===== src/rtl/vga_timing_gen_if.sv =====
// vga_timing_gen_if: timing bundle from the VGA timing generator to the
// address generators, pixel mux and VGA pins.
// Signals (driven by the master):
//   pclk_en     one-clk pixel tick
//   hsync       horizontal sync, active low
//   vsync       vertical sync, active low
//   valid       display enable
//   h_cnt       visible column, 0 in blanking
//   v_cnt       visible line, 0 in blanking
//   frame_start one-clk pulse on wrap to (0,0)
//   frame_cnt   8-bit frame counter, only with VGA_FRAME_CNT_EN
interface vga_timing_gen_if;
    logic       pclk_en;
    logic       hsync;
    logic       vsync;
    logic       valid;
    logic [9:0] h_cnt;
    logic [9:0] v_cnt;
    logic       frame_start;
`ifdef VGA_FRAME_CNT_EN
    logic [7:0] frame_cnt;
`endif

    modport master (
`ifdef VGA_FRAME_CNT_EN
        output frame_cnt,
`endif
        output pclk_en,
        output hsync,
        output vsync,
        output valid,
        output h_cnt,
        output v_cnt,
        output frame_start
    );

    modport slave (
`ifdef VGA_FRAME_CNT_EN
        input  frame_cnt,
`endif
        input  pclk_en,
        input  hsync,
        input  vsync,
        input  valid,
        input  h_cnt,
        input  v_cnt,
        input  frame_start
    );
endinterface


===== src/rtl/vga_timing_gen.sv =====
// vga_timing_gen: 640x480@60 VGA timing from the system clock.
// Ports:
//   clk    in   system clock
//   rst_n  in   asynchronous active-low reset
//   vga    master modport of vga_timing_gen_if carrying pclk_en, hsync,
//          vsync, valid, h_cnt, v_cnt, frame_start (and frame_cnt).
// Optional: define VGA_FRAME_CNT_EN to add the 8-bit frame_cnt output.
module vga_timing_gen #(
    parameter int CLK_DIV = 4,
    parameter int H_DISP  = 640,
    parameter int H_FP    = 16,
    parameter int H_SYNC  = 96,
    parameter int H_BP    = 48,
    parameter int V_DISP  = 480,
    parameter int V_FP    = 10,
    parameter int V_SYNC  = 2,
    parameter int V_BP    = 33
) (
    input  logic             clk,
    input  logic             rst_n,
    vga_timing_gen_if.master vga
);

    localparam int H_TOTAL = H_DISP + H_FP + H_SYNC + H_BP;
    localparam int V_TOTAL = V_DISP + V_FP + V_SYNC + V_BP;
    localparam int DW = (CLK_DIV > 1) ? $clog2(CLK_DIV) : 1;

    localparam logic [DW-1:0] DIV_LAST = DW'(CLK_DIV - 1);
    localparam logic [9:0] H_LAST = 10'(H_TOTAL - 1);
    localparam logic [9:0] V_LAST = 10'(V_TOTAL - 1);
    localparam logic [9:0] H_VIS  = 10'(H_DISP);
    localparam logic [9:0] V_VIS  = 10'(V_DISP);
    localparam logic [9:0] HS_BEG = 10'(H_DISP + H_FP);
    localparam logic [9:0] HS_END = 10'(H_DISP + H_FP + H_SYNC - 1);
    localparam logic [9:0] VS_BEG = 10'(V_DISP + V_FP);
    localparam logic [9:0] VS_END = 10'(V_DISP + V_FP + V_SYNC - 1);

    if (H_TOTAL > 1024 || V_TOTAL > 1024) begin : g_bad_total
        $error("vga_timing_gen: totals exceed 10-bit counters");
    end
    if (CLK_DIV < 1 || CLK_DIV > 16) begin : g_bad_div
        $error("vga_timing_gen: CLK_DIV outside 1..16");
    end

    logic [DW-1:0] r_div_cnt;
    logic          r_pclk_en;
    logic [9:0]    r_h_pos;
    logic [9:0]    r_v_pos;
    logic          r_hsync;
    logic          r_vsync;
    logic          r_valid;
    logic [9:0]    r_h_cnt;
    logic [9:0]    r_v_cnt;
    logic          r_frame_start;

    logic          w_tick;
    logic          w_h_last;
    logic          w_v_last;
    logic          w_wrap;
    logic [9:0]    w_h_nxt;
    logic [9:0]    w_v_nxt;
    logic          w_hsync_nxt;
    logic          w_vsync_nxt;
    logic          w_valid_nxt;

    // The tick is decoded from the divider so that counters and
    // decoded outputs move on the same edge that raises pclk_en.
    assign w_tick   = (r_div_cnt == DIV_LAST);
    assign w_h_last = (r_h_pos == H_LAST);
    assign w_v_last = (r_v_pos == V_LAST);
    assign w_wrap   = w_tick && w_h_last && w_v_last;

    always_ff @(posedge clk or negedge rst_n) begin
        if (!rst_n) begin
            r_div_cnt <= '0;
            r_pclk_en <= 1'b0;
        end else begin
            r_pclk_en <= w_tick;
            if (w_tick) begin
                r_div_cnt <= '0;
            end else begin
                r_div_cnt <= r_div_cnt + DW'(1);
            end
        end
    end

    always_comb begin
        w_h_nxt = r_h_pos + 10'd1;
        w_v_nxt = r_v_pos;
        if (w_h_last) begin
            w_h_nxt = '0;
            if (w_v_last) begin
                w_v_nxt = '0;
            end else begin
                w_v_nxt = r_v_pos + 10'd1;
            end
        end
    end

    // Decodes of the position the counters are about to take, so the
    // registered outputs always agree with the registered counters.
    always_comb begin
        w_hsync_nxt = 1'b1;
        w_vsync_nxt = 1'b1;
        if (w_h_nxt >= HS_BEG && w_h_nxt <= HS_END) begin
            w_hsync_nxt = 1'b0;
        end
        if (w_v_nxt >= VS_BEG && w_v_nxt <= VS_END) begin
            w_vsync_nxt = 1'b0;
        end
        w_valid_nxt = (w_h_nxt < H_VIS) && (w_v_nxt < V_VIS);
    end

    always_ff @(posedge clk or negedge rst_n) begin
        if (!rst_n) begin
            r_h_pos <= '0;
            r_v_pos <= '0;
            r_hsync <= 1'b1;
            r_vsync <= 1'b1;
            r_valid <= 1'b1;
            r_h_cnt <= '0;
            r_v_cnt <= '0;
        end else if (w_tick) begin
            r_h_pos <= w_h_nxt;
            r_v_pos <= w_v_nxt;
            r_hsync <= w_hsync_nxt;
            r_vsync <= w_vsync_nxt;
            r_valid <= w_valid_nxt;
            // Zero in blanking keeps sprite ROM addresses in range.
            r_h_cnt <= w_valid_nxt ? w_h_nxt : 10'd0;
            r_v_cnt <= w_valid_nxt ? w_v_nxt : 10'd0;
        end
    end

    always_ff @(posedge clk or negedge rst_n) begin
        if (!rst_n) begin
            r_frame_start <= 1'b0;
        end else begin
            r_frame_start <= w_wrap;
        end
    end

`ifdef VGA_FRAME_CNT_EN
    logic [7:0] r_frame_cnt;

    always_ff @(posedge clk or negedge rst_n) begin
        if (!rst_n) begin
            r_frame_cnt <= '0;
        end else if (w_wrap) begin
            r_frame_cnt <= r_frame_cnt + 8'd1;
        end
    end

    assign vga.frame_cnt = r_frame_cnt;
`endif

    assign vga.pclk_en     = r_pclk_en;
    assign vga.hsync       = r_hsync;
    assign vga.vsync       = r_vsync;
    assign vga.valid       = r_valid;
    assign vga.h_cnt       = r_h_cnt;
    assign vga.v_cnt       = r_v_cnt;
    assign vga.frame_start = r_frame_start;

endmodule

===== src/flat_wrapper.sv =====
// flat-port wrapper written by rule: the top's interface ports become plain ports
module vga_timing_gen_flat 
#(
    parameter int CLK_DIV = 4,
    parameter int H_DISP  = 640,
    parameter int H_FP    = 16,
    parameter int H_SYNC  = 96,
    parameter int H_BP    = 48,
    parameter int V_DISP  = 480,
    parameter int V_FP    = 10,
    parameter int V_SYNC  = 2,
    parameter int V_BP    = 33
)
  (clk, rst_n, vga_pclk_en, vga_hsync, vga_vsync, vga_valid, vga_h_cnt, vga_v_cnt, vga_frame_start);
  vga_timing_gen_if vga_i ();
  input  logic clk;
  input  logic rst_n;
  output wire logic [$bits(vga_i.pclk_en)-1:0] vga_pclk_en;
  output wire logic [$bits(vga_i.hsync)-1:0] vga_hsync;
  output wire logic [$bits(vga_i.vsync)-1:0] vga_vsync;
  output wire logic [$bits(vga_i.valid)-1:0] vga_valid;
  output wire logic [$bits(vga_i.h_cnt)-1:0] vga_h_cnt;
  output wire logic [$bits(vga_i.v_cnt)-1:0] vga_v_cnt;
  output wire logic [$bits(vga_i.frame_start)-1:0] vga_frame_start;
  assign vga_pclk_en = vga_i.pclk_en;
  assign vga_hsync = vga_i.hsync;
  assign vga_vsync = vga_i.vsync;
  assign vga_valid = vga_i.valid;
  assign vga_h_cnt = vga_i.h_cnt;
  assign vga_v_cnt = vga_i.v_cnt;
  assign vga_frame_start = vga_i.frame_start;
  vga_timing_gen #(.CLK_DIV(CLK_DIV), .H_DISP(H_DISP), .H_FP(H_FP), .H_SYNC(H_SYNC), .H_BP(H_BP), .V_DISP(V_DISP), .V_FP(V_FP), .V_SYNC(V_SYNC), .V_BP(V_BP)) u_core (.clk(clk), .rst_n(rst_n), .vga(vga_i));
endmodule

===== config.mk =====
export PLATFORM = sky130hd
export DESIGN_NAME = vga_timing_gen_flat
export DESIGN_NICKNAME = d
export VERILOG_FILES = /design/src/rtl/vga_timing_gen_if.sv /design/src/rtl/vga_timing_gen.sv /design/src/flat_wrapper.sv
export SDC_FILE = /design/constraint.sdc
export NUM_CORES = 1
export LEC_CHECK = 0
export ABC_AREA = 0
export CORE_MARGIN = 8
export CORE_UTILIZATION = 61
export CTS_CLUSTER_DIAMETER = 200
export DETAILED_ROUTE_END_ITERATION = 7
export GPL_TIMING_DRIVEN = 1
export PLACE_DENSITY_LB_ADDON = 0.05
export SLEW_MARGIN = 10
export SYNTH_ARGS = -nofsm -noshare
export SYNTH_HDL_FRONTEND = slang
export SYNTH_SLANG_ARGS = --single-unit

===== constraint.sdc =====
create_clock -name clk -period 4.7 [get_ports clk]
set_clock_uncertainty 0.05 [all_clocks]
set_input_delay 0.705 -clock clk [delete_from_list [all_inputs] [get_ports clk]]
set_output_delay 0.705 -clock clk [all_outputs]
set_load 0.02 [all_outputs]

==> flow_metrics.env <==
export IMPL_dieHeight_um=80.8
export IMPL_async_reset_ff_share_pct=100
export IMPL_root_buffer="clkbuf_8"
export IMPL_drv_cap=0
export IMPL_synth_edf_count=0
export IMPL_grt_first_pass_wirelength_um=9790
export IMPL_vdd_ir_drop_max_v=0.000221
export IMPL_drt_iter0_markers=293
export IMPL_clock_power_share_pct=36.8
export IMPL_cts_setup_buffers=0
export IMPL_wl_per_cell_um=17.0
export IMPL_worstSkewPairLatency_ps=300
export IMPL_grt_pass1_vias=1940
export IMPL_grt_max_degree=48
export IMPL_finalHoldViolCount=0
export IMPL_fillers=312
export IMPL_groute_usage_overall_pct=19.0
export IMPL_finalNetCount=294
export IMPL_core_um2=4030
export IMPL_diodes=0
export IMPL_cts_htree_levels=2
export IMPL_power_per_cell_area_nw_per_um2=227
export IMPL_fin_crit_ps=3270
export IMPL_synth_warnings=0
export IMPL_ys_seq_area_share_pct=46.0
export IMPL_critPathArrivalTime_ps=3380
export IMPL_critPathCaptureType="flop"
export IMPL_io_buffer_count=26
export IMPL_setup_tns_ps=0
export IMPL_drv_slew=0
export IMPL_cts_tree="done"
export IMPL_synth_avg_cell_area_um2=9.26
export IMPL_remaining_drc_errors=0
export IMPL_yosysTopAreaCellShare_pct=42.9
export IMPL_antenna_found_initial=0
export IMPL_combPwrFrac_pct=1.2
export IMPL_overflow=0
export IMPL_std_cell_rows=23
export IMPL_postLayoutSetupSlackWorst_ps=1430
export IMPL_syn_area_um2=2560
export IMPL_multi_input_area_um2=1230
export IMPL_p_switching_w=0.000143
export IMPL_path_class="reg2reg"
export IMPL_vias_per_cell=6.23
export IMPL_numCtsBuffers=5
export IMPL_crit_required_ps=4810
export IMPL_seq_area_um2=1180
export IMPL_slew_headroom_pct=32.7
export IMPL_gp_congestion=0.996
export IMPL_startpoint_type="flop"
export IMPL_post_route_period_util_pct=69.6
export IMPL_design_die_area_um2=6530
export IMPL_worst_slew_pin_slew_ps=1010
export IMPL_io_pins=27
export IMPL_syn2layout_area_growth_pct=12.2
export IMPL_synth_area_leaders="dfrtp_1, o2bb2ai_1, nand2_1"
export IMPL_yosysUniqueCellTypes=49
export IMPL_postCtsHoldBufs=0
export IMPL_dp_hpwl_um=3920
export IMPL_fmax_mhz=306
export IMPL_min_path_type="reg2reg"
export IMPL_initial_utilization_pct=63.6
export IMPL_p_leak_nw=1.14
export IMPL_drtAntennaViolNets=0
export IMPL_p_int_w=0.000508
export IMPL_yosysTopAreaCell="dfrtp_1"
export IMPL_cts_sinks=47
export IMPL_vias=2107
export IMPL_ys_ff_latch=47
export IMPL_synth_most_common_cell="dfrtp_1"
export IMPL_critical_path_peak_fanout=20
export IMPL_drive_gt1_share_pct=5.56
export IMPL_clock_path_buffers=2
export IMPL_seq_power_share_pct=62.0
export IMPL_die_w_um=80.8
export IMPL_finalSetupViolCount=0
export IMPL_outcome="completed"
export IMPL_synth_nets=284
export IMPL_path_clk_slew_ps=90
export IMPL_finish_utilization_pct=71.4
export IMPL_postCtsResizedCells=0
export IMPL_drtPass1Iterations=4
export IMPL_wl_um=5760
export IMPL_synth_common_cells="dfrtp_1, nand2_1, clkbuf_1, o21ai_0, nor2_1"
export IMPL_rsz0062_at_grt="no"
export IMPL_syn_inst=277
export IMPL_ys_flop_type="dfrtp_1"
export IMPL_switching_share_pct=22.0
export IMPL_dp_slack_ps=1440
==> final timing paths <==
kind	from	end	slack [ps]	depth (start not counted)
setup / recovery	u_core.r_h_pos[0]	u_core.vga.v_cnt[2]	1430	7
hold / removal	u_core.r_div_cnt[0]	u_core.r_div_cnt[0]	380	1
setup reg to reg	u_core.r_h_pos[0]	u_core.vga.v_cnt[2]	1430	7
hold reg to reg	u_core.r_div_cnt[0]	u_core.r_div_cnt[0]	380	1
max in group asynchronous	rst_n	u_core.r_h_pos[8]	3460	1
min in group asynchronous	rst_n	u_core.vga.pclk_en	520	1
==> layer usage <==
| layer | GRT usage, % | part of all wire [%] |
|---|---|---|
| met1 | 27.7 | 48 |
| met2 | 26.4 | 44 |
| met3 | 5.52 | 7.1 |
| met4 | 5.89 | 1.4 |
| met5 | 0 | 0 |
==> metrics by stage <==
stage	instances	power [W]	instance area (um^2)	hold WS [ps]
after global placement	330	0.000420	2790	367
after detailed placement	330	0.000420	2790	374
after global routing	338	0.000679	2880	404
after CTS	338	0.000657	2880	387
final	338	0.000652	2880	385
after floorplan	277	0.000412	2560	353
==> final cells by class <==
type / instances / area share [%]
multi-input combinational: 192 / 42.9
sequential: 47 / 41.0
timing repair buffer: 27 / 9.14
clock buffer: 6 / 2.52
tap: 50 / 2.18
inverter: 14 / 1.83
clock inverter: 2 / 0.435
==> power by group through the flow <==
stage / registers [W] / logic [W] / clock network (W)
after floorplan: 0.000412 / 0.000000000423 / 0
after global placement: 0.000412 / 0.00000839 / 0
after detailed placement: 0.000412 / 0.00000842 / 0
after CTS: 0.000404 / 0.00000841 / 0.000244
after global routing: 0.000404 / 0.00000950 / 0.000265
final: 0.000404 / 0.00000763 / 0.000240
==> cells in the final DEF, fill, tap and decap left out, types with 3 or more instances in the layout <==
master	n
dfrtp_1	44
nand2_1	32
clkdlybuf4s50_1	25
o21ai_0	18
nor2_1	17
o2bb2ai_1	15
inv_1	14
nand3_1	12
xnor2_1	12
nor3_1	9
nand4_1	8
a21oi_1	8
o31ai_1	8
nor4_1	6
ha_1	5
clkbuf_8	5
nand2b_1	4
xor2_1	4
nor2b_1	3
dfstp_2	3
==> sequential cells by signal (all words and copies together), names as in the netlist, 2 cells and up <==
name / cells
u_core.r_h_pos: 10
u_core.vga.h_cnt: 10
u_core.r_div_cnt: 2
u_core.r_v_pos: 10
u_core.vga.v_cnt: 10
==> cells by family (layout without fill, tap and decap cells) <==
logic type | Yosys count | after routing | synth area share [%]
AOI/OAI and AO/OA | 68 | 68 | 19.5
buffers and inverters | 38 | 49 | 5.91
muxes | 2 | 2 | 0.830
and+or+nand+nor | 101 | 101 | 19.8
DFF | 47 | 47 | 46.0
adders and majority gates | 5 | 5 | 2.44
xor gates and xnor gates | 16 | 16 | 5.47
==> worst max-delay path, cell delays in order (launching register included) <==
cell       delay [ps]
dfrtp_1           440
ha_1              290
nand4_1           400
nor3_4            410
o21ai_0           180
a2111oi_2         450
a311o_1           740
o41ai_2           170
No activity file was read; power rests on OpenSTA's default activity.
